<file path="src/rtl/joybus_pkg.sv">
// Shared definitions for the Joybus device: FSM states, command codes,
// reply constants and a small sizing helper.
package joybus_pkg;

  typedef enum logic [2:0] {
    ST_IDLE,
    ST_RX_WAIT,
    ST_RX_SAMPLE,
    ST_RX_STOP,
    ST_TURN,
    ST_TX_LOW,
    ST_TX_HIGH,
    ST_TX_STOP
  } state_e;

  localparam logic [7:0]  CMD_INFO   = 8'h00;
  localparam logic [7:0]  CMD_POLL   = 8'h01;
  localparam logic [7:0]  CMD_RESET  = 8'hFF;

  localparam logic [23:0] INFO_REPLY = 24'h050002;

  localparam int unsigned INFO_LEN   = 24;
  localparam int unsigned POLL_LEN   = 32;

  function automatic int unsigned max_u(input int unsigned a, input int unsigned b);
    return (a > b) ? a : b;
  endfunction

endpackage

</file>
<file path="src/rtl/joybus_in_sync.sv">
// Joybus line input conditioning: 2-flop synchronizer plus falling-edge detect.
// Ports:
//   clk, rst   - clock, synchronous active-high reset
//   jb_in      - raw asynchronous open-drain line
//   jb_sync    - synchronized line level
//   jb_fall_c  - combinational falling-edge strobe on the synchronized line
module joybus_in_sync (
  input  logic clk,
  input  logic rst,
  input  logic jb_in,
  output logic jb_sync,
  output logic jb_fall_c
);

  logic r_s1;
  logic r_s2;
  logic r_s3;

  // Flops reset high so an idle (pulled-up) line never looks like an edge.
  always_ff @(posedge clk) begin
    if (rst) begin
      r_s1 <= 1'b1;
      r_s2 <= 1'b1;
      r_s3 <= 1'b1;
    end else begin
      r_s1 <= jb_in;
      r_s2 <= r_s1;
      r_s3 <= r_s2;
    end
  end

  assign jb_sync   = r_s2;
  assign jb_fall_c = r_s3 & ~r_s2;

endmodule

</file>
<file path="src/rtl/joybus_device.sv">
// Joybus device endpoint: receives a host command byte, answers INFO/RESET
// with the fixed info reply and POLL with a snapshot of btn_state.
// Ports:
//   clk, rst   - clock, synchronous active-high reset
//   jb_in      - raw line input
//   jb_oe      - 1 pulls the line low
//   btn_state  - controller status returned by POLL, MSB first
//   cmd_valid  - one-cycle pulse on a complete, correctly stopped command
//   cmd_byte   - last received command byte
//   busy       - high whenever the FSM is not idle
module joybus_device
  import joybus_pkg::*;
#(
  parameter int unsigned CLK_PER_US = 25,
  parameter int unsigned TURN_US    = 2,
  parameter int unsigned GAP_US     = 8
) (
  input  logic        clk,
  input  logic        rst,
  input  logic        jb_in,
  output logic        jb_oe,
  input  logic [31:0] btn_state,
  output logic        cmd_valid,
  output logic [7:0]  cmd_byte,
  output logic        busy
);

  localparam int unsigned CNT_MAX = max_u(max_u(GAP_US, 4), TURN_US) * CLK_PER_US;
  localparam int unsigned CNT_W   = $clog2(CNT_MAX + 1);

  localparam logic [CNT_W-1:0] T_US1 = CNT_W'(CLK_PER_US - 1);
  localparam logic [CNT_W-1:0] T_US2 = CNT_W'(2 * CLK_PER_US - 1);
  localparam logic [CNT_W-1:0] T_US3 = CNT_W'(3 * CLK_PER_US - 1);
  localparam logic [CNT_W-1:0] T_TRN = CNT_W'(TURN_US * CLK_PER_US - 1);
  localparam logic [CNT_W-1:0] T_GAP = CNT_W'(GAP_US * CLK_PER_US - 1);

  localparam logic [5:0] INFO_LAST = 6'(INFO_LEN - 1);
  localparam logic [5:0] POLL_LAST = 6'(POLL_LEN - 1);

  state_e           r_state, w_state_nxt;
  logic [CNT_W-1:0] r_cnt, w_cnt_nxt;
  logic [5:0]       r_bit_cnt, w_bit_cnt_nxt;
  logic [5:0]       r_tx_last, w_tx_last_nxt;
  logic [7:0]       r_rx_sh, w_rx_sh_nxt;
  logic [31:0]      r_tx_sh, w_tx_sh_nxt;
  logic [7:0]       r_cmd_byte, w_cmd_byte_nxt;
  logic             r_cmd_valid, w_cmd_valid_nxt;
  logic             r_jb_oe, r_busy;

  logic             w_line;
  logic             w_fall;
  logic [CNT_W-1:0] w_lo_end;
  logic [CNT_W-1:0] w_hi_end;

  joybus_in_sync u_sync (
    .clk       (clk),
    .rst       (rst),
    .jb_in     (jb_in),
    .jb_sync   (w_line),
    .jb_fall_c (w_fall)
  );

  // Phase lengths for the reply bit currently at the top of the shifter.
  assign w_lo_end = r_tx_sh[31] ? T_US1 : T_US3;
  assign w_hi_end = r_tx_sh[31] ? T_US3 : T_US1;

  // State and datapath register.
  always_ff @(posedge clk) begin
    if (rst) begin
      r_state     <= ST_IDLE;
      r_cnt       <= '0;
      r_bit_cnt   <= '0;
      r_tx_last   <= '0;
      r_rx_sh     <= '0;
      r_tx_sh     <= '0;
      r_cmd_byte  <= '0;
      r_cmd_valid <= 1'b0;
      r_jb_oe     <= 1'b0;
      r_busy      <= 1'b0;
    end else begin
      r_state     <= w_state_nxt;
      r_cnt       <= w_cnt_nxt;
      r_bit_cnt   <= w_bit_cnt_nxt;
      r_tx_last   <= w_tx_last_nxt;
      r_rx_sh     <= w_rx_sh_nxt;
      r_tx_sh     <= w_tx_sh_nxt;
      r_cmd_byte  <= w_cmd_byte_nxt;
      r_cmd_valid <= w_cmd_valid_nxt;
      r_jb_oe     <= (w_state_nxt == ST_TX_LOW) || (w_state_nxt == ST_TX_STOP);
      r_busy      <= (w_state_nxt != ST_IDLE);
    end
  end

  // Next-state and datapath logic.
  always_comb begin
    w_state_nxt     = r_state;
    w_cnt_nxt       = '0;
    w_bit_cnt_nxt   = r_bit_cnt;
    w_tx_last_nxt   = r_tx_last;
    w_rx_sh_nxt     = r_rx_sh;
    w_tx_sh_nxt     = r_tx_sh;
    w_cmd_byte_nxt  = r_cmd_byte;
    w_cmd_valid_nxt = 1'b0;

    case (r_state)
      ST_IDLE: begin
        if (w_fall) begin
          w_state_nxt   = ST_RX_SAMPLE;
          w_bit_cnt_nxt = '0;
        end
      end

      // Both wait states time only the line-high interval; a low line resets it.
      ST_RX_WAIT, ST_RX_STOP: begin
        if (w_fall) begin
          w_state_nxt = ST_RX_SAMPLE;
        end else if (w_line) begin
          if (r_cnt == T_GAP) w_state_nxt = ST_IDLE;
          else                w_cnt_nxt   = r_cnt + CNT_W'(1);
        end
      end

      // Bit count 8 means this sample is the host stop bit.
      ST_RX_SAMPLE: begin
        if (r_cnt != T_US2) begin
          w_cnt_nxt = r_cnt + CNT_W'(1);
        end else if (r_bit_cnt == 6'd8) begin
          w_state_nxt   = ST_IDLE;
          w_bit_cnt_nxt = '0;
          if (w_line) begin
            w_cmd_valid_nxt = 1'b1;
            w_cmd_byte_nxt  = r_rx_sh;
            if (r_rx_sh == CMD_INFO || r_rx_sh == CMD_RESET) begin
              w_state_nxt   = ST_TURN;
              w_tx_sh_nxt   = {INFO_REPLY, 8'h00};
              w_tx_last_nxt = INFO_LAST;
            end else if (r_rx_sh == CMD_POLL) begin
              w_state_nxt   = ST_TURN;
              w_tx_sh_nxt   = btn_state;
              w_tx_last_nxt = POLL_LAST;
            end
          end
        end else begin
          w_rx_sh_nxt   = {r_rx_sh[6:0], w_line};
          w_bit_cnt_nxt = r_bit_cnt + 6'd1;
          w_state_nxt   = (r_bit_cnt == 6'd7) ? ST_RX_STOP : ST_RX_WAIT;
        end
      end

      ST_TURN: begin
        if (r_cnt == T_TRN) w_state_nxt = ST_TX_LOW;
        else                w_cnt_nxt   = r_cnt + CNT_W'(1);
      end

      ST_TX_LOW: begin
        if (r_cnt == w_lo_end) w_state_nxt = ST_TX_HIGH;
        else                   w_cnt_nxt   = r_cnt + CNT_W'(1);
      end

      ST_TX_HIGH: begin
        if (r_cnt == w_hi_end) begin
          w_tx_sh_nxt   = {r_tx_sh[30:0], 1'b0};
          w_bit_cnt_nxt = r_bit_cnt + 6'd1;
          w_state_nxt   = (r_bit_cnt == r_tx_last) ? ST_TX_STOP : ST_TX_LOW;
        end else begin
          w_cnt_nxt = r_cnt + CNT_W'(1);
        end
      end

      ST_TX_STOP: begin
        if (r_cnt == T_US2) w_state_nxt = ST_IDLE;
        else                w_cnt_nxt   = r_cnt + CNT_W'(1);
      end

      default: w_state_nxt = ST_IDLE;
    endcase
  end

  assign jb_oe     = r_jb_oe;
  assign cmd_valid = r_cmd_valid;
  assign cmd_byte  = r_cmd_byte;
  assign busy      = r_busy;

endmodule

</file>
<file path="config.mk">
export PLATFORM = sky130hd
export DESIGN_NAME = joybus_device
export DESIGN_NICKNAME = d
export VERILOG_FILES = /design/src/rtl/joybus_pkg.sv /design/src/rtl/joybus_in_sync.sv /design/src/rtl/joybus_device.sv
export SDC_FILE = /design/constraint.sdc
export NUM_CORES = 1
export LEC_CHECK = 0
export CAP_MARGIN = 5
export CORE_MARGIN = 4
export CORE_UTILIZATION = 59
export DETAILED_ROUTE_END_ITERATION = 8
export GPL_TIMING_DRIVEN = 0
export PLACE_DENSITY_LB_ADDON = 0.08
export SLEW_MARGIN = 20
export SYNTH_ARGS = -nofsm -noshare
export SYNTH_HDL_FRONTEND = slang
export SYNTH_HIERARCHICAL = 1
export SYNTH_SLANG_ARGS = --single-unit
</file>
<file path="constraint.sdc">
create_clock -name clk -period 4.74 [get_ports clk]
set_input_delay 0.474 -clock clk [delete_from_list [all_inputs] [get_ports clk]]
set_output_delay 0.474 -clock clk [all_outputs]
set_load 0.1 [all_outputs]
</file>
==> metrics.txt <==
fraction of synthesis flops using an asynchronous set or reset pin=0%; Pre-antenna DRT Iters=5; Detailed Place HPWL=5590 um; data required time at the worst endpoint=5000 ps; area growth from synthesis to layout=22.9%; number of antenna violations at the first check in global routing=0; clock network fraction of design power=44.8%; Sw Ratio=22.7%; wire length of the first global-routing pass=13000 um; CTS-repair resized insts=0; Max-Slew Margin vs Limit=35.3%; number of hold violations in the final report=0; overall die height=83.3 um; syn avg cell area=8.20 um^2; top post-synthesis cells by count=sky130_fd_sc_hd__nor2_1, sky130_fd_sc_hd__dfxtp_1, sky130_fd_sc_hd__a21oi_1; number of cells traversed by the worst register-to-register path=10; clock latency at the later pin of the worst-skew pair=350 ps; overall overflow remaining after global route=0; internal power contribution=0.000949 W; critical path type=register to register; pwr/cell area=299 nW/um^2; number of standard cells after synthesis=408; end of the worst hold path=u_sync/jb_sync$_SDFF_PP1_; Die Width=83.3 um; Bufs on Longest Clock Path=2; count of boundary I/O pins=46; count of flip-flops with a built-in enable after synthesis=0; top layer reached by signal wires=met4; arrival time at the worst endpoint=2800 ps; via count=3100; CTS H-tree lvls=3; distinct cell type count of the synthesized netlist=53; slew at the pin closest to its max-slew limit=967 ps; WL final=7710 um; run status=complete, no violations; Vias/cell=5.73; Sw Pwr=0.000279 W; share of post-route cells with drive strength above 1=6.40%; flip-flop and latch count after synthesis=73; class of the most critical hold timing path=register to register; Total Routing Usage GR=22.7%; Clock Skews=7.95 ps; startpoint of the worst-slack reg-to-reg timing path=r_cnt[1]$_SDFF_PP0_; total die area=6940 um^2; placer congestion estimate=0.913; sequential group share of total power=50.3%; floorplan row count=27; leading register cell type out of synthesis=sky130_fd_sc_hd__dfxtp_1; Comb pwr share=4.9%; post-route minimum period=2540 ps; met3 wirelength from detailed routing=452 um; count of buffers inserted at the top-level ports=45; sequential cell area fraction in the yosys report=43.7%; Nets=503; remaining design rule violation count=0; post-CTS setup repair buffer count=0; reg-to-reg setup timing slack=2200 ps; M1 wire length=3490 um; total inserted antenna cells=0; sum of negative setup slack=0 ps; count of cells along the worst hold path=1; maximum number of pins on one net before global-route repair=15; violation count after the first detailed-route iteration=149; total power=0.00123 W; leakage power=1.61 nW; number of nets with antenna violations after detailed routing=0; number of sinks handled by clock tree synthesis=73; final setup violating endpoints=0; hold bufs inserted after CTS=0; net count after synthesis=447; maximum fanout encountered on the critical timing path=10; Hold Crit Start=u_sync/r_s1$_SDFF_PP1_; CTS clk-pin slew, worst paths=80 ps; max-slew violation count=0; max-cap check violation count=0; TritonCTS clock tree=built; area of the mapped netlist=3350 um^2; endpoint class of the critical path=register; routed length per placed instance=14.3 um; type of origin of the critical path=register; count of synthesis-stage warnings from yosys=6; most area-consuming cells after synthesis=sky130_fd_sc_hd__dfxtp_1, sky130_fd_sc_hd__nor2_1, sky130_fd_sc_hd__nor4_1; Num CTS Buffers=9; portion of the clock cycle consumed by the worst path in the final layout=53.6%; setup repair after global routing missed its margin=no; vias in the first global route=2900; area fraction of the dominant cell type after synthesis=43.7%; core footprint=5510 um^2; reg2reg end=r_tx_sh[5]$_SDFFE_PP0P_; root buffer cell=sky130_fd_sc_hd__clkbuf_8; maximum clock frequency=0.394 GHz; routed length on met2=3590 um; Initial Util=60.8%; cell type with the highest aggregate area in the netlist=sky130_fd_sc_hd__dfxtp_1; count leader, synth=sky130_fd_sc_hd__nor2_1; largest vdd supply drop=0.000217 V
-- sequential cells by signal, summed over array words and instances (netlist names) --
name	cells
jb_oe	1
r_tx_sh	32
cmd_valid	1
r_state	3
u_sync/r_s1	1
cmd_byte	8
r_cnt	8
busy	1
r_tx_last	2
r_rx_sh	8
u_sync/jb_sync	1
r_bit_cnt	6
u_sync/r_s3	1
-- power by group through the flow --
stage / Sequential, W / Clock, W / Combinational, W
global placement: 0.000632 / 0 / 0.0000600
CTS: 0.000618 / 0.000553 / 0.0000603
detailed placement: 0.000632 / 0 / 0.0000603
global route: 0.000618 / 0.000587 / 0.0000654
finish: 0.000618 / 0.000550 / 0.0000607
floorplan: 0.000635 / 0 / 0.0000207
-- cells in the final DEF, fill, tap and decap left out, types with 5 or more instances in the layout --
cell type	count
sky130_fd_sc_hd__nor2_1	96
sky130_fd_sc_hd__nand2_1	15
sky130_fd_sc_hd__inv_1	10
sky130_fd_sc_hd__mux2i_1	16
sky130_fd_sc_hd__a21oi_1	40
sky130_fd_sc_hd__nor3_1	5
sky130_fd_sc_hd__clkbuf_1	19
sky130_fd_sc_hd__dfxtp_1	73
sky130_fd_sc_hd__nand3_1	12
sky130_fd_sc_hd__nor2b_1	5
sky130_fd_sc_hd__nor4_1	33
sky130_fd_sc_hd__clkbuf_8	9
sky130_fd_sc_hd__xor2_1	7
sky130_fd_sc_hd__o21ai_0	6
sky130_fd_sc_hd__clkdlybuf4s50_1	45
-- kinds of logic after synthesis --
kind of cell	count (synthesis)	synth area share [%]
AND/OR/NAND/NOR	201	30.5
XOR/XNOR	8	2.09
buffers and inverters	36	4.49
multiplexers	16	4.78
flip-flops	73	43.7
adder cells (fa/ha/maj)	4	1.50
AO/OA/AOI/OAI	70	13.0
-- critical path: stages, from the launching register on --
cell                       delay [ps]
sky130_fd_sc_hd__dfxtp_1          450
sky130_fd_sc_hd__inv_1             70
sky130_fd_sc_hd__ha_1             170
sky130_fd_sc_hd__and4bb_2         240
sky130_fd_sc_hd__and3_1           180
sky130_fd_sc_hd__clkbuf_1         200
sky130_fd_sc_hd__nand3_1          150
sky130_fd_sc_hd__buf_2            230
sky130_fd_sc_hd__buf_1            410
sky130_fd_sc_hd__a21oi_1          100
sky130_fd_sc_hd__nor4_1           230
-- cell type report --
type | count | area [um^2]
multi-input combinational | 299 | 1740
sequential | 73 | 1460
fill | 428 | 1390
timing repair buffer | 45 | 450
clock buffer | 9 | 124
buffer | 26 | 113
clock inverter | 7 | 103
tap | 72 | 90.1
inverter | 10 | 37.5
-- worst max path at each step --
stage / from / endpoint / slack [ps] / cells past startpoint
floorplan: r_cnt[0]$_SDFF_PP0_ / r_bit_cnt[5]$_SDFFE_PP0P_ / 2630 / 7
global placement: r_cnt[1]$_SDFF_PP0_ / r_tx_sh[7]$_SDFFE_PP0P_ / 2290 / 10
detailed placement: r_cnt[1]$_SDFF_PP0_ / r_tx_sh[5]$_SDFFE_PP0P_ / 2210 / 10
CTS: r_cnt[1]$_SDFF_PP0_ / r_tx_sh[5]$_SDFFE_PP0P_ / 2210 / 10
global route: r_cnt[1]$_SDFF_PP0_ / r_tx_sh[30]$_SDFFE_PP0P_ / 1980 / 10
finish: r_cnt[1]$_SDFF_PP0_ / r_tx_sh[5]$_SDFFE_PP0P_ / 2200 / 10
-- per-stage QoR --
stage          area (um^2)  setup slack (ps)  utilization [%]  cells  hold WS, ps
4_1_cts               4110              2210             74.7    541          415
5_1_grt               4110              1980             74.7    541          429
3_3_place_gp          3890              2290             70.6    525          395
6_report              4110              2200             74.7    541          413
2_1_floorplan         3350              2630                -    408          385
3_5_place_dp          3890              2210             70.6    525          396
-- per-layer routing --
| layer | GRT usage [%] | vias up |
|---|---|---|
| li1 | - | 1564 |
| met1 | 28.4 | 1410 |
| met2 | 36.5 | 108 |
| met3 | 6.55 | 18 |
| met4 | 9.66 | 0 |
| met5 | 0 | - |
No activity file was read; power rests on OpenSTA's default activity.
